$ cat config.mk
export PLATFORM = sky130hd
export DESIGN_NAME = bcd_sum_accumulator_flat
export DESIGN_NICKNAME = d
export VERILOG_FILES = /design/src/rtl/bcd_sum_accumulator_if.sv /design/src/rtl/bcd_sum_accumulator.sv /design/src/flat_wrapper.sv
export SDC_FILE = /design/constraint.sdc
export NUM_CORES = 1
export LEC_CHECK = 0
export CAP_MARGIN = 25
export CELL_PAD_IN_SITES_DETAIL_PLACEMENT = 2
export CELL_PAD_IN_SITES_GLOBAL_PLACEMENT = 2
export CORE_AREA = 3 3 73 75
export CTS_BUF_LIST = sky130_fd_sc_hd__clkbuf_8
export DETAILED_ROUTE_END_ITERATION = 12
export DIE_AREA = 0 0 76 78
export GPL_ROUTABILITY_DRIVEN = 0
export GPL_TIMING_DRIVEN = 0
export MAX_ROUTING_LAYER = met4
export PLACE_DENSITY_LB_ADDON = 0.2
export REMOVE_ABC_BUFFERS = 1
export SYNTH_ARGS = -nofsm -noshare
export SYNTH_HDL_FRONTEND = slang
export SYNTH_SLANG_ARGS = --single-unit
$ cat constraint.sdc
create_clock -name clk -period 3.1 [get_ports clk]
set_clock_uncertainty 0.1 [all_clocks]
set_input_delay 0.31 -clock clk [delete_from_list [all_inputs] [get_ports clk]]
set_output_delay 0.31 -clock clk [all_outputs]
set_load 0.005 [all_outputs]
$ cat src/rtl/bcd_sum_accumulator_if.sv
// Digit handshake between the excess-3 decoder and the BCD accumulator.
// The decoder drives valid/digit; the accumulator answers with ready.
interface bcd_sum_accumulator_if;
  logic       in_valid;
  logic [3:0] in_digit;
  logic       in_ready;

  modport master (
    output in_valid,
    output in_digit,
    input  in_ready
  );

  modport slave (
    input  in_valid,
    input  in_digit,
    output in_ready
  );
endinterface

$ cat src/rtl/bcd_sum_accumulator.sv
// Four-digit packed-BCD running total, one decimal position per clock.
// Reports a done pulse plus sticky overflow and bad-digit status.
module bcd_sum_accumulator (
  input  logic                        clk,
  input  logic                        rst_n,
  input  logic                        clear,
  bcd_sum_accumulator_if.slave        in_if,
  output logic [15:0]                 sum,
  output logic                        done,
  output logic                        overflow,
  output logic                        bad_digit
);

  typedef enum logic {
    IDLE,
    ADD
  } state_e;

  state_e      state_q, state_d;
  logic [1:0]  pos_q, pos_d;
  logic [3:0]  a_q, a_d;
  logic [15:0] sum_q, sum_d;
  logic        done_q, done_d;
  logic        ovf_q, ovf_d;
  logic        bad_q, bad_d;

  logic        xfer;
  logic [3:0]  cur;
  logic [4:0]  t;
  logic        carry;
  logic [3:0]  nd;

  assign in_if.in_ready = (state_q == IDLE) && !clear;
  assign xfer = in_if.in_valid && in_if.in_ready;

  // Single digit slice of the total selected by the ripple position
  assign cur   = sum_q[{pos_q, 2'b00} +: 4];
  assign t     = {1'b0, cur} + {1'b0, a_q};
  assign carry = t > 5'd9;
  assign nd    = carry ? 4'(t - 5'd10) : t[3:0];

  always_comb begin
    state_d = state_q;
    pos_d   = pos_q;
    a_d     = a_q;
    sum_d   = sum_q;
    done_d  = 1'b0;
    ovf_d   = ovf_q;
    bad_d   = bad_q;
    if (clear) begin
      state_d = IDLE;
      pos_d   = 2'd0;
      a_d     = 4'd0;
      sum_d   = 16'h0000;
      ovf_d   = 1'b0;
      bad_d   = 1'b0;
    end else begin
      unique case (state_q)
        IDLE: begin
          if (xfer) begin
            if (in_if.in_digit <= 4'd9) begin
              a_d     = in_if.in_digit;
              pos_d   = 2'd0;
              state_d = ADD;
            end else begin
              bad_d = 1'b1;
            end
          end
        end
        ADD: begin
          sum_d[{pos_q, 2'b00} +: 4] = nd;
          a_d   = {3'b000, carry};
          pos_d = pos_q + 2'd1;
          // Fixed four-step latency: the last position decides overflow
          if (pos_q == 2'd3) begin
            state_d = IDLE;
            done_d  = 1'b1;
            if (carry) ovf_d = 1'b1;
          end
        end
      endcase
    end
  end

  always_ff @(posedge clk or negedge rst_n) begin
    if (!rst_n) begin
      state_q <= IDLE;
      pos_q   <= 2'd0;
      a_q     <= 4'd0;
      sum_q   <= 16'h0000;
      done_q  <= 1'b0;
      ovf_q   <= 1'b0;
      bad_q   <= 1'b0;
    end else begin
      state_q <= state_d;
      pos_q   <= pos_d;
      a_q     <= a_d;
      sum_q   <= sum_d;
      done_q  <= done_d;
      ovf_q   <= ovf_d;
      bad_q   <= bad_d;
    end
  end

  assign sum       = sum_q;
  assign done      = done_q;
  assign overflow  = ovf_q;
  assign bad_digit = bad_q;

endmodule

$ cat src/flat_wrapper.sv
// flat-port wrapper written by rule: the top's interface ports become plain ports
module bcd_sum_accumulator_flat 
  (clk, rst_n, clear, sum, done, overflow, bad_digit, in_if_in_valid, in_if_in_digit, in_if_in_ready);
  bcd_sum_accumulator_if in_if_i ();
  input  logic clk;
  input  logic rst_n;
  input  logic clear;
  output logic [15:0] sum;
  output logic done;
  output logic overflow;
  output logic bad_digit;
  input wire logic [$bits(in_if_i.in_valid)-1:0] in_if_in_valid;
  input wire logic [$bits(in_if_i.in_digit)-1:0] in_if_in_digit;
  output wire logic [$bits(in_if_i.in_ready)-1:0] in_if_in_ready;
  assign in_if_i.in_valid = in_if_in_valid;
  assign in_if_i.in_digit = in_if_in_digit;
  assign in_if_in_ready = in_if_i.in_ready;
  bcd_sum_accumulator u_core (.clk(clk), .rst_n(rst_n), .clear(clear), .in_if(in_if_i), .sum(sum), .done(done), .overflow(overflow), .bad_digit(bad_digit));
endmodule
==> qor.txt <==
peak supply drop = 0.202 mV
via count of the first global-routing pass = 1566
CTS root buffer = clkbuf_8
Final Util = 0.422
wire length per cell after detailed routing = 18.8 µm
count of warnings emitted by yosys = 0
worst-case headroom to the max-slew limit = 0.576
average cell area after synthesis = 9.58 µm²
overall power of the completed layout = 672 µW
DIE HEIGHT = 78 µm
CTS tree = built
maximum number of pins on one net before global-route repair = 18
setup violators final = 0
Std-Cell Rows = 25
DRC violation total after the first TritonRoute iteration = 24
final net count = 211
metal1 wirelength = 2220 µm
kind of capture point of the worst setup path = flip-flop
1st-pass router iterations = 2
total number of clock tree sinks = 26
hold violation total from the final report = 0
area growth from synthesis to layout = 30.0%
wire length of the first global-routing pass = 8160 µm
sequential fraction of the synthesis area = 0.424
startpoint of the worst-slack reg-to-reg timing path = u_core.pos_q[0]
leakage power figure = 0.856 nW
number of antenna violations at the first check in global routing = 0
DPL Wire Length = 3640 µm
Core ar. = 0.00472 mm²
met2 routed wirelength = 2440 µm
routed length on met3 = 115 µm
Reg2Reg Setup Slack = 0.10 ns
number of synthesized register bits = 26
number of cells on the worst reg-to-reg path = 7
post-route antenna net violation count = 0
Final period util = 0.967
most frequent cells in the layout = clkdlybuf4s50_1 (27), dfrtp_1 (25), nand2_1 (23)
Crit Reg-Reg Endpoint = u_core.sum[5]
Mapped Cells = 160
critical path type = reg2reg
most common cell after layout, fill and taps aside = clkdlybuf4s50_1
htree depth = 1
data arrival time of the critical path = 3.03 ns
Max-Cap Viols = 0
PwrDens = 338 mW/mm²
Hold Crit Class = in2async
IO Port Bufs = 27
die outline width = 76 µm
DR DRC count = 0
total inserted antenna cells = 0
top fanout value on the critical path = 7
Fmax = 334 MHz
vias per cell = 5.10
slew of the pin with the lowest slew margin = 0.634 ns
maximum clock insertion buffer count = 2
setup repair after global routing missed its margin = no
Min Clock Period, post-route = 3.00 ns
Netlist Area Pre-Place = 0.00153 mm²
number of ports placed on the die boundary = 28
die outline area = 0.00593 mm²
number of CTS-inserted buffers = 3
fraction of final layout cells sized beyond drive strength 1 = 0.131
sum of routed wire length over all layers = 4840 µm
Global Route Usage Sum = 0.180
total global routing overflow = 0
number of unique standard cell types used by synthesis = 38
clock network latency to the later pin of the worst-skew pair = 0.27 ns
Worst Setup Start Kind = flip-flop
final cell count without fillers = 258
result of the run = finished, final reports clean
required time reported for the critical path endpoint = 3.13 ns
cell total after placement = 249
initial cell density of the core = 0.325
post-cts hold buffer count = 0
max layer used = met4
number of vias after detailed routing = 1315
Reg clk slew, reported paths = 0.09 ns
count of filler cells inserted in the layout = 522
number of slew-limit violations in the final report = 0
## final cells by class
cell class | instances | area [µm²] | share of cell area
Tap cell | 67 | 83.8 | 0.0421
Inverter | 12 | 45.0 | 0.0226
Sequential cell | 26 | 652 | 0.327
Clock buffer | 3 | 41.3 | 0.0207
Timing Repair Buffer | 34 | 343 | 0.172
Multi-Input combinational cell | 116 | 827 | 0.415
## state kept, by name, summed over array words and instances, names as in the netlist
register and flops:
u_core.sum 16, u_core.done 1, u_core.a_q 4, u_core.overflow 1, u_core.bad_digit 1, u_core.state_q 1, u_core.pos_q 2
## per-layer routing
layer | global-route usage | up-vias
li1 | - | 625
met1 | 0.208 | 666
met2 | 0.320 | 20
met3 | 0.0290 | 4
met4 | 0.0598 | 0
met5 | - | -
## synthesized netlist by cell type
cell type  instances  area share
xnor2_1            1      0.0057
dfrtp_1           26        0.42
a21o_1             1      0.0049
nand4_1            1      0.0041
nand2_1           23       0.056
nand3b_1           2      0.0098
and3b_1            1      0.0057
o22ai_1            1      0.0041
a21oi_1           10       0.033
o31a_1             1      0.0057
or4_4              1      0.0073
clkbuf_1           2      0.0049
nor3_1             6       0.020
mux2_2             3       0.022
nand3_1            5       0.016
or4b_1             1      0.0065
a211oi_1           1      0.0049
a31oi_1            1      0.0041
nor2b_1            1      0.0041
buf_2              3      0.0098
and2b_1            1      0.0049
buf_4              1      0.0049
nor4bb_1           1      0.0065
o21ai_0           11       0.036
and3_1             1      0.0041
ha_1               9       0.073
o21ai_1            9       0.029
xor2_1             1      0.0057
and2_1             1      0.0041
mux2i_1            4       0.026
nor3b_1            1      0.0049
o22ai_2            1      0.0082
o2111ai_2          1      0.0098
fa_1               1       0.013
nor2_1             9       0.022
mux4_2             4       0.059
inv_1             12       0.029
and4_1             1      0.0057
## kinds of logic after synthesis
kind of cell	share of synthesized area
XOR/XNOR	0.0114
AO/OA/AOI/OAI	0.140
buffers and inverters	0.0490
AND/OR/NAND/NOR	0.182
flip-flops	0.424
multiplexers	0.107
adder cells (fa/ha/maj)	0.0865
## worst max-delay path: stages (launching register included)
cell and delay, ns:
dfrtp_2 0.44, mux4_2 0.54, ha_1 0.30, a21o_1 0.26, a21oi_1 0.29, mux2_2 0.38
a31oi_2 0.32, o21ai_0 0.19
## how the worst max path moves through the flow
stage	start	end	slack (ns)
6_report	u_core.pos_q[0]	u_core.sum[5]	0.10
3_5_place_dp	u_core.pos_q[0]	u_core.sum[6]	-0.20
4_1_cts	u_core.pos_q[0]	u_core.sum[2]	0.03
5_1_grt	u_core.pos_q[0]	u_core.sum[5]	0.02
2_1_floorplan	u_core.pos_q[0]	u_core.sum[6]	0.18
3_3_place_gp	u_core.pos_q[0]	u_core.sum[6]	-0.08
## timing repair
item,in CTS,in global routing
setup endpoints to repair,12,12
buffers inserted,3,3
resized for setup,1,4
pin swaps,0,1
## power by group
part / switching, mW / total [mW] / internal (mW) / leakage, nW
clock network: 0.107 / 0.194 / 0.0873 / 0.0216
logic: 0.0659 / 0.120 / 0.0544 / 0.476
registers: 0.0116 / 0.358 / 0.346 / 0.358
total: 0.184 / 0.672 / 0.488 / 0.856
## through the flow
stage	worst slack [ns]	TNS, ns	instance area, µm²	hold slack [ns]
2_1_floorplan	0.185	0	1500	-0.0856
3_3_place_gp	-0.0766	-0.279	1860	0.378
3_5_place_dp	-0.202	-1.77	1880	0.407
4_1_cts	0.0312	0	1950	0.332
5_1_grt	0.0188	0	1990	0.350
6_report	0.104	0	1990	0.322
No activity file was read; power rests on OpenSTA's default activity.
